==> src/rtl/cam_cfg_pkg.sv <==
// Shared types and constants for the OV7670 configuration sequencer and its SCCB writer.
package cam_cfg_pkg;

    typedef enum logic [2:0] {
        ST_IDLE,
        ST_FETCH,
        ST_DECODE,
        ST_WRITE,
        ST_GAP,
        ST_DELAY,
        ST_NEXT,
        ST_FINISH
    } seq_state_t;

    localparam logic [15:0] CFG_END   = 16'hFFFF;
    localparam logic [15:0] CFG_DELAY = 16'hFFF0;

    typedef enum logic [1:0] {
        PH_IDLE,
        PH_START,
        PH_BIT,
        PH_STOP
    } sccb_phase_t;

    localparam int SCCB_BITS = 27;

    // The ninth bit of every byte group is the camera's don't-care/ack slot.
    function automatic logic is_ack_bit(input logic [4:0] idx);
        return (idx == 5'd8) || (idx == 5'd17) || (idx == 5'd26);
    endfunction

endpackage

==> src/rtl/sccb_write3.sv <==
// SCCB 3-phase write engine: START, 27 data bits (dev/X/reg/X/val/X), STOP.
module sccb_write3
    import cam_cfg_pkg::*;
#(
    parameter int QUARTER = 62
) (
    input  logic       clk,
    input  logic       rst,
    input  logic       wr_req,
    input  logic [7:0] dev,
    input  logic [7:0] reg_addr,
    input  logic [7:0] val,
    output logic       sioc,
    output logic       siod_o,
    output logic       siod_oe,
    output logic       wr_done
);

    localparam int QW = (QUARTER > 1) ? $clog2(QUARTER) : 1;

    sccb_phase_t phase, nxt_phase;
    logic [1:0]    qtr, nxt_qtr;
    logic [QW-1:0] cnt, nxt_cnt;
    logic [4:0]    bidx, nxt_bidx;
    logic [26:0]   shift, nxt_shift;
    logic          nxt_done;
    logic          line_c, line_d, line_oe;

    always_comb begin
        nxt_phase = phase;
        nxt_qtr   = qtr;
        nxt_cnt   = cnt;
        nxt_bidx  = bidx;
        nxt_shift = shift;
        nxt_done  = 1'b0;
        if (phase == PH_IDLE) begin
            if (wr_req) begin
                nxt_phase = PH_START;
                nxt_qtr   = 2'd0;
                nxt_cnt   = '0;
                nxt_bidx  = 5'd0;
                nxt_shift = {dev, 1'b1, reg_addr, 1'b1, val, 1'b1};
            end
        end else if (cnt == QW'(QUARTER - 1)) begin
            nxt_cnt = '0;
            if (qtr == 2'd3) begin
                nxt_qtr = 2'd0;
                case (phase)
                    PH_START: begin
                        nxt_phase = PH_BIT;
                        nxt_bidx  = 5'd0;
                    end
                    PH_BIT: begin
                        if (bidx == 5'(SCCB_BITS - 1)) begin
                            nxt_phase = PH_STOP;
                        end else begin
                            nxt_bidx  = bidx + 5'd1;
                            nxt_shift = {shift[25:0], 1'b1};
                        end
                    end
                    default: begin
                        nxt_phase = PH_IDLE;
                        nxt_done  = 1'b1;
                    end
                endcase
            end else begin
                nxt_qtr = qtr + 2'd1;
            end
        end else begin
            nxt_cnt = cnt + QW'(1);
        end
    end

    // Line levels are derived from the upcoming state so the pins change on the same edge as the phase.
    always_comb begin
        line_c  = 1'b1;
        line_d  = 1'b1;
        line_oe = 1'b1;
        case (nxt_phase)
            PH_START: begin
                line_c = (nxt_qtr < 2'd2);
                line_d = (nxt_qtr == 2'd0);
            end
            PH_BIT: begin
                line_c  = (nxt_qtr == 2'd1) || (nxt_qtr == 2'd2);
                line_oe = !is_ack_bit(nxt_bidx);
                line_d  = line_oe ? nxt_shift[26] : 1'b1;
            end
            PH_STOP: begin
                line_c = (nxt_qtr != 2'd0);
                line_d = (nxt_qtr >= 2'd2);
            end
            default: ;
        endcase
    end

    always_ff @(posedge clk) begin
        if (rst) begin
            phase   <= PH_IDLE;
            qtr     <= 2'd0;
            cnt     <= '0;
            bidx    <= 5'd0;
            shift   <= '1;
            sioc    <= 1'b1;
            siod_o  <= 1'b1;
            siod_oe <= 1'b1;
            wr_done <= 1'b0;
        end else begin
            phase   <= nxt_phase;
            qtr     <= nxt_qtr;
            cnt     <= nxt_cnt;
            bidx    <= nxt_bidx;
            shift   <= nxt_shift;
            sioc    <= line_c;
            siod_o  <= line_d;
            siod_oe <= line_oe;
            wr_done <= nxt_done;
        end
    end

endmodule

==> src/rtl/cam_cfg_sequencer.sv <==
// Walks the OV7670 config ROM and issues one SCCB write per entry (FFF0 = wait, FFFF = end).
// Optional macro CFG_AUTOSTART_EN: launch the sequence automatically right after reset.
module cam_cfg_sequencer
    import cam_cfg_pkg::*;
#(
    parameter int          CLK_FREQ_HZ  = 25_000_000,
    parameter int          SCCB_FREQ_HZ = 100_000,
    parameter int          DELAY_MS     = 10,
    parameter logic [7:0]  DEV_ADDR     = 8'h42
) (
    input  logic        clk,
    input  logic        rst,
    input  logic        start,
    output logic [7:0]  rom_addr,
    input  logic [15:0] rom_data,
    output logic        sioc,
    output logic        siod_o,
    output logic        siod_oe,
    output logic        busy,
    output logic        done
);

    localparam int QUARTER      = CLK_FREQ_HZ / (4 * SCCB_FREQ_HZ);
    localparam int DELAY_CYCLES = (CLK_FREQ_HZ / 1000) * DELAY_MS;
    localparam int GAP_CYCLES   = 4 * QUARTER;

    seq_state_t  state;
    logic [31:0] wait_cnt;
    logic        wr_req;
    logic        wr_done;
    logic [7:0]  wr_reg;
    logic [7:0]  wr_val;
    logic        start_eff;

`ifdef CFG_AUTOSTART_EN
    logic auto_pend;

    always_ff @(posedge clk) begin
        if (rst) begin
            auto_pend <= 1'b1;
        end else begin
            auto_pend <= 1'b0;
        end
    end

    assign start_eff = start | auto_pend;
`else
    assign start_eff = start;
`endif

    always_ff @(posedge clk) begin
        if (rst) begin
            state    <= ST_IDLE;
            rom_addr <= 8'd0;
            busy     <= 1'b0;
            done     <= 1'b0;
            wr_req   <= 1'b0;
            wr_reg   <= 8'd0;
            wr_val   <= 8'd0;
            wait_cnt <= 32'd0;
        end else begin
            wr_req <= 1'b0;
            case (state)
                ST_IDLE: begin
                    if (start_eff) begin
                        rom_addr <= 8'd0;
                        busy     <= 1'b1;
                        done     <= 1'b0;
                        state    <= ST_FETCH;
                    end
                end
                ST_FETCH: state <= ST_DECODE;
                ST_DECODE: begin
                    if (rom_data == CFG_END) begin
                        state <= ST_FINISH;
                    end else if (rom_data == CFG_DELAY) begin
                        wait_cnt <= 32'(DELAY_CYCLES - 1);
                        state    <= ST_DELAY;
                    end else begin
                        wr_req <= 1'b1;
                        wr_reg <= rom_data[15:8];
                        wr_val <= rom_data[7:0];
                        state  <= ST_WRITE;
                    end
                end
                ST_WRITE: begin
                    if (wr_done) begin
                        wait_cnt <= 32'(GAP_CYCLES - 1);
                        state    <= ST_GAP;
                    end
                end
                ST_GAP, ST_DELAY: begin
                    if (wait_cnt == 32'd0) begin
                        state <= ST_NEXT;
                    end else begin
                        wait_cnt <= wait_cnt - 32'd1;
                    end
                end
                ST_NEXT: begin
                    // The ROM is 256 deep; running off the end finishes rather than wrapping.
                    if (rom_addr == 8'd255) begin
                        state <= ST_FINISH;
                    end else begin
                        rom_addr <= rom_addr + 8'd1;
                        state    <= ST_FETCH;
                    end
                end
                default: begin
                    busy  <= 1'b0;
                    done  <= 1'b1;
                    state <= ST_IDLE;
                end
            endcase
        end
    end

    sccb_write3 #(
        .QUARTER(QUARTER)
    ) u_sccb (
        .clk     (clk),
        .rst     (rst),
        .wr_req  (wr_req),
        .dev     (DEV_ADDR),
        .reg_addr(wr_reg),
        .val     (wr_val),
        .sioc    (sioc),
        .siod_o  (siod_o),
        .siod_oe (siod_oe),
        .wr_done (wr_done)
    );

endmodule
==> config.mk <==
export PLATFORM = sky130hd
export DESIGN_NAME = cam_cfg_sequencer
export DESIGN_NICKNAME = d
export VERILOG_FILES = /design/src/rtl/cam_cfg_pkg.sv /design/src/rtl/sccb_write3.sv /design/src/rtl/cam_cfg_sequencer.sv
export SDC_FILE = /design/constraint.sdc
export NUM_CORES = 1
export LEC_CHECK = 0
export CAP_MARGIN = 40
export CORE_MARGIN = 2
export CORE_UTILIZATION = 42
export CTS_CLUSTER_SIZE = 28
export DETAILED_ROUTE_END_ITERATION = 16
export GPL_ROUTABILITY_DRIVEN = 0
export RECOVER_POWER = 100
export SLEW_MARGIN = 20
export SYNTH_ARGS = -nofsm -noshare
export SYNTH_HDL_FRONTEND = slang
export SYNTH_HIERARCHICAL = 1
export SYNTH_SLANG_ARGS = --single-unit
==> constraint.sdc <==
create_clock -name clk -period 2.4 [get_ports clk]
set_input_delay 0.48 -clock clk [delete_from_list [all_inputs] [get_ports clk]]
set_output_delay 0.48 -clock clk [all_outputs]
set_load 0.01 [all_outputs]
# Yosys cells after proc, flatten, opt, wreduce, memory -nomap -nowiden
# Cells that the tools add are included.
[word_totals]
in_bits = 19
romBits = 0
wordCells = 138
n_memories = 0
out_inout_bits = 13
ramBits = 0
ff_bits = 108
latchBits = 0
[classes]
mux = 49
addsub = 5
n_eq_ne = 31
n_div = 0
reduce_logical = 26
shift = 0
magnitude_cmp = 2
n_mul = 0
bitwise_logic = 7
[ops]
columns = ["op", "n"]
rows = [
  ["$mux W27", 6],
  ["$mux W32", 4],
  ["$pmux W32 S3", 1],
  ["$eq A16 B16 Y1 const B", 2],
  ["$logic_not A32 Y1", 1],
  ["$sub A32 B1 Y32 const B", 1],
  ["$mux W5", 5],
  ["$mux W2", 9],
  ["$mux W3", 6],
  ["$mux W6", 3],
  ["$pmux W3 S6", 1],
  ["$mux W8", 2],
  ["$pmux W8 S2", 1],
  ["$eq A5 B5 Y1 const B", 3],
  ["$ne A2 B2 Y1 const B", 7],
  ["$eq A2 B2 Y1 const B", 5],
  ["$pmux W5 S2", 1],
  ["$reduce_and A5 Y1", 2],
  ["$reduce_bool A2 Y1", 5],
  ["$eq A3 B3 Y1 const B", 3],
  ["$reduce_and A3 Y1", 3],
  ["$add A8 B1 Y8 const B", 1],
  ["$eq A8 B8 Y1 const B", 1],
  ["$not A1 Y1", 7],
  ["other kinds (25)", 40],
]

# Depth between registers and ports, before layout
# Gate-level depths: netlist (run 1).
[depth]
ltp_word = 11
mapped_depth = 12
ltp_nobuf = 11

# Cells and area by module
# Netlist (run 1), hierarchy kept.
[by_module_without_submodules]
columns = ["mod", "seq_area_each_um2", "area_each_um2", "instances", "cells_each"]
rows = [
  ["cam_cfg_sequencer", 1241.2, 3281.9, 1, 384],
  ["sccb_write3", 920.9, 2230.9, 1, 257],
]

# Worst setup path before layout (run 1)
# No wires, ideal clock.
[synth_path]
path_type = "input -> register"
start = "in rom_data[1]"
end = "reg wr_reg[0]"
t_arrival_ps = 2333
setup_slack_ps = -61
n_path_buf = 1
required_time_ps = 2272
cell_stages = 6
setup_time_ps = 128
cell_sequence = "or4_4 > a2111oi_0 > nor2_1 > buf_4 > mux2i_1 > nor2_1"
[synth_via]
elab_chain_len = 3
word_cells_on_any_way = 5
classes_between = "2 x eq/ne; 2 x bitwise; 1 x reduce/logical"
[synth_lines]
columns = ["element", "line_no", "text"]
rows = [
  ["from (decl)", "cam_cfg_sequencer.sv:15", "input logic [15:0] rom_data,"],
  ["$eq A16 B16 Y1, on equally long branches", "cam_cfg_sequencer.sv:76, cam_cfg_sequencer.sv:74", ""],
  ["$not A1 Y1 (no line)", "--", ""],
  ["$reduce_and A3 Y1 (no line) *", "--", ""],
  ["to (signal assigned)", "cam_cfg_sequencer.sv:81", "wr_reg <= rom_data[15:8];"],
  ["to (decl)", "cam_cfg_sequencer.sv:31", "logic [7:0] wr_reg;"],
]
# Mark *: on every way between the ends. The rest lies on a longest branch, timed or not.
# A chain may end at the register's enable or synchronous reset.

# Worst setup path after layout (run 1)
[layout_path]
start = "reg wait_cnt[25]"
end = "reg wait_cnt[6]"
[layout_via]
elab_chain_len = 3
[layout_lines]
columns = ["element", "line_no", "text"]
rows = [
  ["from (decl)", "cam_cfg_sequencer.sv:28", "logic [31:0] wait_cnt;"],
  ["from (signal assigned)", "cam_cfg_sequencer.sv:77", "wait_cnt <= 32'(DELAY_CYCLES - 1);"],
  ["from (signal assigned)", "cam_cfg_sequencer.sv:88", "wait_cnt <= 32'(GAP_CYCLES - 1);"],
  ["from (signal assigned)", "cam_cfg_sequencer.sv:96", "wait_cnt <= wait_cnt - 32'd1;"],
  ["$logic_not A32 Y1", "cam_cfg_sequencer.sv:93", "if (wait_cnt == 32'd0) begin"],
  ["$ne A2 B2 Y1 (no line)", "--", ""],
  ["$reduce_and A5 Y1 (no line)", "--", ""],
]
# No other way between the ends.

==> flow_summary.toml, run 1 <==
[clocking]
cts_hold_buf = 0
path_clk_slew_ns = 0.08
clkLatencyLatePin_ns = 0.35
cts_tree = "done"
cts_made_buffers = 9
cts_buffer_depth = 2
clock_sinks = 108
cts_root_buf = "clkbuf_16"
cts.htree.levels = 3

[final_layout]
instances_no_fill = 940
fin_area_um2 = 7300
layout_commonest_cell = "dfxtp_1"
final_nets = 793
largest_reg_flops = 32
utilization = 0.574
n_antenna_cell = 0
area_growth_pct = 32.4
top_register = "wait_cnt"
fillCellCount = 1155
layout_common_cells = "dfxtp_1 (103), buf_4 (97), nand2_1 (71)"
drive_gt1_frac = 0.254
largest_registers = "wait_cnt (32), u_sccb/shift (27)"

[floorplanning]
rows = 41
core_area_um2 = 12700
io_pins = 32
die_h_um = 119
start_util = 0.433
die_width_um = 119
dieArea_um2 = 14100

[detailed_routing]
vias = 5257
wl_per_cell_um = 14.9
first_iter_violations = 277
avgViaCountPerCell = 5.59
antenna_left = 0
drc_errors = 0
drt_first_pass_iters = 4
wirelength_um = 14000

[worst_setup_path]
critical_path_class = "flop to flop"
worst_setup_path_start_kind = "flop"
arrival_ns = 2.60
required_ns = 2.67
crit_path_end_kind = "flop"
crit_fanout = 5

[synthesis]
ys_seq_area_frac = 0.392
synth_area_leader_cell = "dfxtp_1"
synthArstFlopShare = 0
ys.flop_type = "dfxtp_1"
synth_cell_types = 72
yosysWarnings = 6
ys_ff_latch = 108
synth_edf_count = 0
syn_area_um2 = 5510
yosys-top-cells-area = "dfxtp_1 (39%), mux2i_1 (5.3%), nand2_1 (4.8%), a21oi_1 (4.5%), nor2_1 (4.3%)"
syn_area_per_cell_um2 = 8.60
netlist_instances = 641
yosys.area.top_type_share = 0.392

[power]
leakagePower_uw = 0.00288
peakVddDrop_v = 0.000617
p_per_area_nw_per_um2 = 1060

[timing]
slew_viol_final = 0
whs_ns = 0.444
period_minus_slack_ns = 2.33
clock.fmax_mhz = 429
worst_pin_slew_ns = 0.576
finalCritPeriodShare = 0.970
slew_headroom = 0.613
fin_skew_ns = 0.00429
worst_slack_ns = 0.0713
setup_viol = 0
hold_violations = 0

[global_routing]
grt_pass1_wl_um = 23000
grt.total_usage = 0.195
grt.overflow.total = 0
grt_max_degree = 78
antenna_found_initial = 0
grt_pass1_vias = 4900

[placement]
dp.final_hpwl_um = 9690
place_area_um2 = 6590
dpl_worst_slack_ns = -0.434
placement.io_buffers = 31
post-place-cells = 902

[run_status]
status = "complete, no violations"

[job]
max-cap-violations = 0

[hold_path]
hp-class = "flop to flop"
==> final timing paths <==
kind	from	endpoint	slack, ns	depth (start not counted)
max	wait_cnt[25]	wait_cnt[6]	0.07	8
min	u_sccb/shift[16]	u_sccb/shift[16]	0.44	2
max reg2reg	wait_cnt[25]	wait_cnt[6]	0.07	8
min reg2reg	u_sccb/shift[16]	u_sccb/shift[16]	0.44	2
==> worst max-delay path, stage by stage (launching register included) <==
cell	delay, ns
dfxtp_2	0.34
or4_4	0.51
or4_4	0.47
buf_4	0.16
o41ai_4	0.22
buf_4	0.18
buf_6	0.11
o311ai_0	0.14
o31ai_1	0.10
==> metal layers <==
metal	share of wire	GRT usage
met5	0	0
met4	0.013	0.0595
met3	0.036	0.0439
met2	0.49	0.337
met1	0.46	0.242
==> stage by stage <==
stage	power [µW]	setup TNS, ns
global placement	5520	-12.17
global route	8200	-0.0613
detailed placement	5630	-14.28
finish	7710	0
CTS	7260	0
floorplan	4360	0
==> cells in the mapped netlist, drive strengths merged (8+ instances only) <==
cell and instances:
inv 15, nor3 9, clkbuf 24, dfxtp 108, a21oi 52, nor4 13
nand3 18, buf 13, o21ai 13, ha 11, mux2i 29, a31oi 9
nand4 13, nor2b 8, nand2 72, a211oi 8, o31ai 19, a221oi 26
or4 24, nor2 63
==> cell families after synthesis <==
group                    Yosys count  synth area share
XOR/XNOR                           6           0.00953
multiplexers                      29            0.0527
adder cells (fa/ha/maj)           11            0.0250
flip-flops                       108             0.392
AND/OR/NAND/NOR                  270             0.260
AO/OA/AOI/OAI                    163             0.214
other                              2           0.00136
buffers and inverters             52            0.0447
==> repair_timing <==
item | 4_1_cts | 5_1_grt
pin swaps | 9 | 23
endpoints found under the setup margin | 24 | 29
resized for setup | 13 | 56
buffers inserted | 8 | 13
gates cloned | 0 | 3
==> power breakdown <==
part | leakage, µW | switching (µW) | total, µW | internal, µW
Combinational | 0.00185 | 2140 | 4020 | 1880
Clock | 0.000149 | 729 | 1490 | 763
Sequential | 0.000878 | 183 | 2200 | 2010
==> area by class of cell <==
type                    instances  area [µm²]  share of cell area
multi-input cells             487        3320               0.455
flip-flops and latches        108        2170               0.297
repair buffers                142        1230               0.169
clock buffers                  10         239              0.0327
well taps                     172         215              0.0295
clock inverters                 6        62.6             0.00857
inverters                      15        56.3             0.00771
No activity file was read; power rests on OpenSTA's default activity.
==> inputs of run 2 (changes only) <==
--- a/config.mk
+++ b/config.mk
@@ -12,6 +12,7 @@
 export DETAILED_ROUTE_END_ITERATION = 16
 export GPL_ROUTABILITY_DRIVEN = 0
 export RECOVER_POWER = 100
+export SETUP_SLACK_MARGIN = 0.15
 export SLEW_MARGIN = 20
 export SYNTH_ARGS = -nofsm -noshare
 export SYNTH_HDL_FRONTEND = slang
==> run 2 against run 1 <==
  * Global-route usage up 1.8 points
  * Core utilization up 1.6 points
  * Highest routed layer unchanged
  * Via count up 3.0%
  * Largest cell class unchanged
==> flow_summary.toml, run 2 (synthesis results as in run 1) <==
[run_status]
status = "complete, no violations"

[placement]
post-place-cells = 886
placement.io_buffers = 31
place_area_um2 = 6560
dpl_worst_slack_ns = -0.446
dp.final_hpwl_um = 9620

[global_routing]
grt_most_used_layer = "met2"
grt_max_degree = 78
antenna_found_initial = 0
met2_usage = 0.366
grt_pass1_vias = 5302
grt.total_usage = 0.213
grtUsageMet3 = 0.0512
grt_use_met1 = 0.260
grt_pass1_wl_um = 25000
grt.overflow.total = 0

[job]
max-cap-violations = 0

[worst_setup_path]
critPathBufInv = 2
regToRegStartpoint = "wait_cnt[25]"
required_ns = 2.64
critical_path_class = "flop to flop"
arrival_ns = 2.58
critical_path.most_common_cell = "or4_4"
slowest_delay_ns = 0.53
crit_path_end_kind = "flop"
crit_fanout = 7
reg2reg_depth = 7
critPathSlowestCell = "or4_4"
r2r-end = "wait_cnt[9]"
r2r_slack_ns = 0.07
cp_num_cells = 7
cp_cell_sequence = "or4_4 -> or4_4 -> o41ai_4 -> clkbuf_2 -> buf_6 -> or4_1 -> a21oi_2"
critPathTopFamily = "simple AND/OR/NAND/NOR gates"
worst_setup_path_start_kind = "flop"

[detailed_routing]
antenna_left = 0
avgViaCountPerCell = 5.75
wirelength_um = 15300
wl_per_cell_um = 16.3
drc_errors = 0
drt_first_pass_iters = 5
first_iter_violations = 380
vias = 5414

[hold_path]
min_path_cells = 2
hp-start = "u_sccb/shift[24]"
holdPathEnd = "u_sccb/shift[24]"
hp-class = "flop to flop"

[final_layout]
largest_reg_flops = 32
n_antenna_cell = 0
top_register = "wait_cnt"
layout_commonest_cell = "dfxtp_1"
layout_common_cells = "dfxtp_1 (91), buf_4 (77), nand2_1 (68)"
largest_registers = "wait_cnt (32), u_sccb/shift (27)"
drive_gt1_frac = 0.283
fillCellCount = 1156
instances_no_fill = 941
final_nets = 794
area_growth_pct = 36.2
fin_area_um2 = 7510

[timing]
finalCritPeriodShare = 0.973
slew_headroom = 0.557
worst_slack_ns = 0.0653
setup_viol = 0
slew_viol_final = 0
hold_violations = 0
clock.fmax_mhz = 428
rsz0062_at_grt = "true"
fin_setup_tns_ns = 0
worst_pin_slew_ns = 0.657
fin_skew_ns = 0.00638
period_minus_slack_ns = 2.33

[clocking]
clkLatencyLatePin_ns = 0.36
cts_buffer_depth = 2
cts_made_buffers = 9
cts_hold_buf = 0
cts_tree = "done"
cts.htree.levels = 3
path_clk_slew_ns = 0.08
clock_sinks = 108
cts_root_buf = "clkbuf_16"

[floorplanning]
die_h_um = 119
io_pins = 32
die_width_um = 119
start_util = 0.433
core_area_um2 = 12700
dieArea_um2 = 14100
rows = 41

[power]
leakagePower_uw = 0.00299
p_per_area_nw_per_um2 = 1150
power_uw = 8630
peakVddDrop_v = 0.000658
run 2: changes by cell type in the layout (fill, tap and decap cells not counted), moves of 7 or more:
cell	delta
buf_4	-20
clkdlybuf4s50_1	-20
dlygate4sd3_1	+13
dfxtp_1	-12
dfxtp_2	+10
dlygate4sd2_1	+8
clkbuf_1	+7
run 2: power breakdown:
part           internal [µW]  leakage [µW]  total [µW]  switching, µW
logic                   2340       0.00195        4820           2480
clock network            837      0.000152        1570            730
registers               2020      0.000884        2240            220
total                   5200       0.00299        8630           3430
run 2: worst register-to-register path: stages, from the launching register on:
cell      delay [ns]
dfxtp_1         0.35
or4_4           0.54
or4_4           0.50
o41ai_4         0.21
clkbuf_2        0.25
buf_6           0.16
or4_1           0.15
a21oi_2         0.06
run 2: per-stage QoR:
| stage | util | hold slack [ns] |
|---|---|---|
| global placement | 0.514 | 0.428 |
| floorplan | - | 0.417 |
| CTS | 0.567 | 0.445 |
| finish | 0.590 | 0.442 |
| global route | 0.590 | 0.465 |
| detailed placement | 0.515 | 0.433 |
run 2: worst max path at each step:
stage,startpoint,to
after floorplan,wait_cnt[24],state[1]
after global placement,rom_data[0],wait_cnt[26]
after detailed placement,rom_data[0],wait_cnt[30]
after CTS,wait_cnt[1],wait_cnt[18]
after global routing,u_sccb/phase[0],u_sccb/siod_o
final,wait_cnt[25],wait_cnt[9]
run 2: layout make-up:
class / instances / area (µm²) / share of cell area
clock buffers: 10 / 229 / 0.0305
clock inverters: 6 / 78.8 / 0.0105
inverters: 15 / 56.3 / 0.00750
multi-input cells: 488 / 3490 / 0.465
flip-flops and latches: 108 / 2190 / 0.292
well taps: 172 / 215 / 0.0287
repair buffers: 142 / 1250 / 0.166
run 2: per-layer routing:
layer	part of all wire	up-vias	wire, µm
li1	-	2666	-
met1	0.44	2611	6740
met2	0.50	109	7720
met3	0.038	28	578
met4	0.017	0	258
met5	0	-	0
run 2: timing repair:
action | 4_1_cts | 5_1_grt
setup endpoints to repair | 33 | 35
pin swaps | 23 | 27
gates resized for setup | 69 | 69
setup buffers | 15 | 17
gates cloned | 4 | 3
==> inputs of run 3 (changes only) <==
--- a/config.mk
+++ b/config.mk
@@ -8,7 +8,7 @@
 export CAP_MARGIN = 40
 export CORE_MARGIN = 2
 export CORE_UTILIZATION = 42
-export CTS_CLUSTER_SIZE = 28
+export CTS_CLUSTER_SIZE = 25
 export DETAILED_ROUTE_END_ITERATION = 16
 export GPL_ROUTABILITY_DRIVEN = 0
 export RECOVER_POWER = 100
==> results of run 3 <==
Final layout, timing and power as in run 2 (identical DEF).
